$ cat src/rtl/irq_pkg.sv
// irq_pkg: shared state type and default sizing for the interrupt arbiter.
package irq_pkg;

  localparam int N_IRQ_DEF = 4;

  typedef enum logic [1:0] {
    IRQ_IDLE,
    IRQ_REQ,
    IRQ_SERVICE
  } irq_state_t;

endpackage

$ cat src/rtl/irq_arbiter_if.sv
// irq_arbiter_if: interrupt lines, masks and the core handshake bundled
// together. The arbiter is the slave; the core/peripheral side is the master.
interface irq_arbiter_if
  import irq_pkg::*;
#(
  parameter int N_IRQ = N_IRQ_DEF,
  parameter int ID_W  = $clog2(N_IRQ)
) ();

  logic [N_IRQ-1:0] irq_i;
  logic [N_IRQ-1:0] irq_edge_i;
  logic [N_IRQ-1:0] irq_en_i;
  logic             gie_i;
  logic             ack_i;
  logic             done_i;
  logic             inti;
  logic [ID_W-1:0]  irq_id_o;
  logic [N_IRQ-1:0] pending_o;
  logic             busy_o;

  modport slave (
    input  irq_i, irq_edge_i, irq_en_i, gie_i, ack_i, done_i,
    output inti, irq_id_o, pending_o, busy_o
  );

  modport master (
    output irq_i, irq_edge_i, irq_en_i, gie_i, ack_i, done_i,
    input  inti, irq_id_o, pending_o, busy_o
  );

endinterface

$ cat src/rtl/irq_prio_sel.sv
// irq_prio_sel: picks one winner from the eligible vector. Fixed priority
// starts the scan at line 0; round-robin starts it at rr_ptr and wraps.
module irq_prio_sel
  import irq_pkg::*;
#(
  parameter int N_IRQ = N_IRQ_DEF,
  parameter int ID_W  = $clog2(N_IRQ),
  parameter int RR_EN = 0
) (
  input  logic [N_IRQ-1:0] eligible,
  input  logic [ID_W-1:0]  rr_ptr,
  output logic             valid,
  output logic [ID_W-1:0]  id
);

  int              base;
  int              cand;
  logic [ID_W-1:0] cand_idx;

  // Scan from the farthest offset back to offset 0 so the closest eligible line is the last one written
  always_comb begin
    valid    = 1'b0;
    id       = '0;
    base     = (RR_EN != 0) ? int'(rr_ptr) : 0;
    cand     = 0;
    cand_idx = '0;
    for (int i = N_IRQ - 1; i >= 0; i--) begin
      cand     = (base + i) % N_IRQ;
      cand_idx = ID_W'(cand);
      if (eligible[cand_idx]) begin
        valid = 1'b1;
        id    = cand_idx;
      end
    end
  end

endmodule

$ cat src/rtl/irq_arbiter.sv
// irq_arbiter: latches interrupt lines, masks them, and hands one at a time
// to the core through a request/ack/done handshake (no nesting).
module irq_arbiter
  import irq_pkg::*;
#(
  parameter int N_IRQ = N_IRQ_DEF,
  parameter int ID_W  = $clog2(N_IRQ),
  parameter int RR_EN = 0
) (
  input  logic          CLK_I,
  input  logic          RST_N_I,
  irq_arbiter_if.slave  bus
);

  irq_state_t       state;
  irq_state_t       next_state;
  logic [N_IRQ-1:0] pending;
  logic [N_IRQ-1:0] pending_next;
  logic [N_IRQ-1:0] prev_q;
  logic [N_IRQ-1:0] rise;
  logic [N_IRQ-1:0] clr;
  logic [N_IRQ-1:0] eligible;
  logic [ID_W-1:0]  id_q;
  logic [ID_W-1:0]  rr_ptr;
  logic [ID_W-1:0]  sel_id;
  logic             sel_valid;
  logic             grant;
  logic             take_ack;
  logic             take_done;

  assign rise     = bus.irq_i & ~prev_q;
  assign eligible = pending & bus.irq_en_i;

  irq_prio_sel #(
    .N_IRQ (N_IRQ),
    .ID_W  (ID_W),
    .RR_EN (RR_EN)
  ) u_sel (
    .eligible (eligible),
    .rr_ptr   (rr_ptr),
    .valid    (sel_valid),
    .id       (sel_id)
  );

  // Handshake FSM: commit to a winner in IDLE, wait for ack, then wait for done
  always_comb begin
    next_state = state;
    grant      = 1'b0;
    take_ack   = 1'b0;
    take_done  = 1'b0;
    case (state)
      IRQ_IDLE: begin
        if (bus.gie_i && sel_valid) begin
          grant      = 1'b1;
          next_state = IRQ_REQ;
        end
      end
      IRQ_REQ: begin
        if (bus.ack_i) begin
          take_ack   = 1'b1;
          next_state = IRQ_SERVICE;
        end
      end
      IRQ_SERVICE: begin
        if (bus.done_i) begin
          take_done  = 1'b1;
          next_state = IRQ_IDLE;
        end
      end
      default: next_state = IRQ_IDLE;
    endcase
  end

  // Next pending value: edge lines hold until acked (a new edge wins), level lines follow the pin
  always_comb begin
    clr          = '0;
    pending_next = '0;
    if (take_ack) clr[id_q] = 1'b1;
    for (int k = 0; k < N_IRQ; k++) begin
      if (bus.irq_edge_i[k]) pending_next[k] = (pending[k] & ~clr[k]) | rise[k];
      else                   pending_next[k] = bus.irq_i[k];
    end
  end

  // State register
  always_ff @(posedge CLK_I or negedge RST_N_I) begin
    if (!RST_N_I) state <= IRQ_IDLE;
    else          state <= next_state;
  end

  // Line history for edge detection and the pending register
  always_ff @(posedge CLK_I or negedge RST_N_I) begin
    if (!RST_N_I) begin
      prev_q  <= '0;
      pending <= '0;
    end else begin
      prev_q  <= bus.irq_i;
      pending <= pending_next;
    end
  end

  // Capture the granted id and move the round-robin pointer past it when the handler ends
  always_ff @(posedge CLK_I or negedge RST_N_I) begin
    if (!RST_N_I) begin
      id_q   <= '0;
      rr_ptr <= '0;
    end else begin
      if (grant) id_q <= sel_id;
      if (take_done && (RR_EN != 0))
        rr_ptr <= (id_q == ID_W'(N_IRQ - 1)) ? '0 : id_q + 1'b1;
    end
  end

  assign bus.inti      = (state == IRQ_REQ);
  assign bus.irq_id_o  = id_q;
  assign bus.pending_o = pending;
  assign bus.busy_o    = (state != IRQ_IDLE);

endmodule

$ cat src/flat_wrapper.sv
// flat-port wrapper written by rule: the top's interface ports become plain ports
module irq_arbiter_flat import irq_pkg::*;
#(
  parameter int N_IRQ = N_IRQ_DEF,
  parameter int ID_W  = $clog2(N_IRQ),
  parameter int RR_EN = 0
)
  (CLK_I, RST_N_I, bus_irq_i, bus_irq_edge_i, bus_irq_en_i, bus_gie_i, bus_ack_i, bus_done_i, bus_inti, bus_irq_id_o, bus_pending_o, bus_busy_o);
  irq_arbiter_if #(.N_IRQ(N_IRQ), .ID_W(ID_W)) bus_i ();
  input  logic CLK_I;
  input  logic RST_N_I;
  input wire logic [$bits(bus_i.irq_i)-1:0] bus_irq_i;
  input wire logic [$bits(bus_i.irq_edge_i)-1:0] bus_irq_edge_i;
  input wire logic [$bits(bus_i.irq_en_i)-1:0] bus_irq_en_i;
  input wire logic [$bits(bus_i.gie_i)-1:0] bus_gie_i;
  input wire logic [$bits(bus_i.ack_i)-1:0] bus_ack_i;
  input wire logic [$bits(bus_i.done_i)-1:0] bus_done_i;
  output wire logic [$bits(bus_i.inti)-1:0] bus_inti;
  output wire logic [$bits(bus_i.irq_id_o)-1:0] bus_irq_id_o;
  output wire logic [$bits(bus_i.pending_o)-1:0] bus_pending_o;
  output wire logic [$bits(bus_i.busy_o)-1:0] bus_busy_o;
  assign bus_i.irq_i = bus_irq_i;
  assign bus_i.irq_edge_i = bus_irq_edge_i;
  assign bus_i.irq_en_i = bus_irq_en_i;
  assign bus_i.gie_i = bus_gie_i;
  assign bus_i.ack_i = bus_ack_i;
  assign bus_i.done_i = bus_done_i;
  assign bus_inti = bus_i.inti;
  assign bus_irq_id_o = bus_i.irq_id_o;
  assign bus_pending_o = bus_i.pending_o;
  assign bus_busy_o = bus_i.busy_o;
  irq_arbiter #(.N_IRQ(N_IRQ), .ID_W(ID_W), .RR_EN(RR_EN)) u_core (.CLK_I(CLK_I), .RST_N_I(RST_N_I), .bus(bus_i));
endmodule
$ cat config.mk
export PLATFORM = sky130hd
export DESIGN_NAME = irq_arbiter_flat
export DESIGN_NICKNAME = d
export VERILOG_FILES = /design/src/rtl/irq_pkg.sv /design/src/rtl/irq_arbiter_if.sv /design/src/rtl/irq_prio_sel.sv /design/src/rtl/irq_arbiter.sv /design/src/flat_wrapper.sv
export SDC_FILE = /design/constraint.sdc
export NUM_CORES = 1
export LEC_CHECK = 0
export BUFFER_PORTS_ARGS = -buffer_cell sky130_fd_sc_hd__buf_2
export CORE_MARGIN = 1.5
export CORE_UTILIZATION = 25
export CTS_BUF_LIST = sky130_fd_sc_hd__clkbuf_2
export CTS_CLUSTER_DIAMETER = 30
export DETAILED_ROUTE_END_ITERATION = 6
export GPL_ROUTABILITY_DRIVEN = 0
export PLACE_DENSITY_LB_ADDON = 0.15
export SLEW_MARGIN = 30
export SYNTH_ARGS = -nofsm -noshare
export SYNTH_HDL_FRONTEND = slang
export SYNTH_SLANG_ARGS = --single-unit
$ cat constraint.sdc
create_clock -name CLK_I -period 1.65 [get_ports CLK_I]
set_input_delay 0.0825 -clock CLK_I [delete_from_list [all_inputs] [get_ports CLK_I]]
set_output_delay 0.0825 -clock CLK_I [all_outputs]
set_load 0.02 [all_outputs]
==> out/metrics.yaml <==
logic_synthesis:
  synth_top_cell_area_share_pct: 57.8
  synth_area_um2: 519
  postSynthNetCount: 64
  synth-edff-count: 0
  seq_area_frac_synth_pct: 57.8
  yosys.area.top_type: "dfrtp_1"
  synthTopCellsByCount: "dfrtp_1, nand2_1, a21oi_1, a32o_1, inv_1"
  syn-mean-instance-area_um2: 11.0
  syn-instance-count: 47
  synth_cell_type_count: 17
  ys_warn_count: 0
  ys.flop_type: "dfrtp_1"
  synth_seq_cells: 12
  synthArstFlopShare_pct: 100
  synthTopCellsByArea: "dfrtp_1, nand2_1, a32o_1"
hold_path:
  min-delay-start: "bus_ack_i"
  holdPathStages: 2
  hp-class: "in -> reg"
  hold-path-endpoint: "u_core.state[0]$_DFFE_PN0P_"
setup_path:
  r2r_slack_ns: 0.40
  r2r-start: "u_core.state[1]$_DFFE_PN0P_"
  cp.arrival_ns: 1.40
  regToRegEndpoint: "u_core.bus.irq_id_o[0]$_DFFE_PN0P_"
  cp-start-kind: "flop"
  cp_max_fo: 4
  worstRegToRegCells: 4
  path_class: "reg -> reg"
  cp-end-kind: "flop"
  critPathRequiredTime_ns: 1.80
power_and_ir_drop:
  p_sw_mw: 0.376
  power.share.clock_pct: 14.2
  p_comb_share_pct: 40.6
  internal-power_mw: 0.574
  sw_frac_of_total_pct: 39.6
  leakage_nw: 0.381
  p_per_area_nw_per_um2: 1290
  worst_ir_drop_vdd_mv: 0.522
  p_seq_share_pct: 45.2
die:
  core_area_um2: 1960
  die_w_um: 48.6
  io_pins: 25
  die_h_um: 48.6
  rows: 16
  die-area_um2: 2360
  start_util_pct: 26.5
clocking:
  clk_root_buffer_cell: "clkbuf_2"
  cts_setup_buffers: 0
  cts_tree: "built"
  cts_resized: 0
  hold_buffers: 5
  clk_latency_ns: 0.25
  clkTransAtPathRegs_ns: 0.10
  cts_sinks: 12
  htree_levels: 1
  clockBufferDepth: 2
  cts_buffers: 3
layout:
  layout-drive-gt1-share_pct: 39.2
  antenna_cells: 0
  multi_input_area_um2: 208
  fin_area_um2: 738
  seqCellArea_um2: 300
  nets: 98
  fillers: 222
  area_growth_pct: 42.2
routing:
  drtPass1Iterations: 2
  wl_per_cell_um: 10.8
  antenna_left: 0
  drt-initial-drc-count: 3
  drc: 0
  vias_per_cell: 4.25
  vias: 451
  wl_um: 1150
sta:
  drv_slew: 0
  rsz0062_at_grt: "no"
  hold_violations: 0
  period_minus_slack_ns: 1.25
  fmax_mhz: 800
  setup_violations: 0
  relSlewSlack_pct: 79.8
  skew_ns: 0.000881
  timing.final.crit_share_pct: 75.8
  tightestPinTransition_ns: 0.300
  finalSetupTns_ns: 0
global_route:
  overflow: 0
  grtUsageTotal_pct: 10.4
  grt_pass1_wl_um: 1810
  grt_max_degree: 13
  grt_pass1_vias: 412
  antenna_found_initial: 0
placed_design:
  port_buffers: 24
  postPlaceCellArea_um2: 673
  hpwl_um: 862
flow_run:
  cap_violations: 0
outcome:
  outcome: "complete, no violations"
## per-layer routing
metal / GRT usage, % / vias to the layer above / share of wire [%]
li1: - / 231 / -
met1: 12.1 / 204 / 46
met2: 16.9 / 14 / 46
met3: 4.63 / 2 / 6.4
met4: 4.29 / 0 / 1.0
met5: 0 / - / 0
## worst max-delay path: stages (launching register included)
cell and delay, ns:
dfrtp_1 0.41, or2_4 0.28, nor2_8 0.09, o21ai_2 0.07, mux2_4 0.29
## power groups by stage
stage	Combinational, mW	Sequential [mW]	Clock (mW)
3_3_place_gp	0.386	0.434	0
6_report	0.385	0.429	0.135
2_1_floorplan	0.226	0.458	0
4_1_cts	0.393	0.430	0.145
3_5_place_dp	0.383	0.436	0
5_1_grt	0.416	0.437	0.160
## worst max path at each step
stage	startpoint	end	slack [ns]	depth (start not counted)
after floorplan	u_core.bus.pending_o[1]$_DFF_PN0_	u_core.bus.irq_id_o[0]$_DFFE_PN0P_	0.36	3
after global placement	u_core.state[1]$_DFFE_PN0P_	u_core.bus.pending_o[1]$_DFF_PN0_	0.43	4
after detailed placement	u_core.state[1]$_DFFE_PN0P_	u_core.bus.irq_id_o[0]$_DFFE_PN0P_	0.41	4
after CTS	u_core.state[1]$_DFFE_PN0P_	u_core.bus.irq_id_o[0]$_DFFE_PN0P_	0.39	4
after global routing	u_core.state[1]$_DFFE_PN0P_	u_core.bus.pending_o[1]$_DFF_PN0_	0.36	4
final	u_core.state[1]$_DFFE_PN0P_	u_core.bus.irq_id_o[0]$_DFFE_PN0P_	0.40	4
## cell families after synthesis
family	after synthesis	synth area share (%)
AO/OA/AOI/OAI	11	16.4
buffers and inverters	3	2.17
flip-flops	12	57.8
multiplexers	1	2.89
AND/OR/NAND/NOR	20	20.7
## stage by stage
| stage | power, mW | hold WS, ns | setup slack (ns) | utilization [%] | instances |
|---|---|---|---|---|---|
| floorplan | 0.684 | -0.213 | 0.362 | - | 47 |
| global placement | 0.820 | -0.0232 | 0.429 | 34.3 | 98 |
| detailed placement | 0.819 | -0.0199 | 0.410 | 34.3 | 98 |
| CTS | 0.968 | 0.0299 | 0.391 | 37.6 | 106 |
| global route | 1.01 | 0.0103 | 0.362 | 37.6 | 106 |
| finish | 0.950 | 0.0385 | 0.400 | 37.6 | 106 |
## cells in the final DEF, fill, tap and decap left out, types with 2 or more instances in the layout
cell / synthesis / final
a21oi_1: 3 / 3
a32o_1: 3 / 3
buf_2: 0 / 24
clkbuf_2: 0 / 3
dfrtp_1: 12 / 12
dlygate4sd3_1: 0 / 5
inv_1: 3 / 3
nand2_1: 12 / 12
nand3b_1: 2 / 2
nor2_1: 2 / 2
## cell type report
class                      count  share of cell area [%]
clock buffer                   3                    2.03
multi-input combinational     32                    28.1
inverter                       3                    1.53
sequential                    12                    40.7
timing repair buffer          29                    23.1
tap                           27                    4.58
## sequential cells by signal (all words and copies together) (netlist names)
name / count
u_core.bus.irq_id_o: 2
u_core.state: 2
u_core.bus.pending_o: 4
u_core.prev_q: 4
No activity file was read; power rests on OpenSTA's default activity.
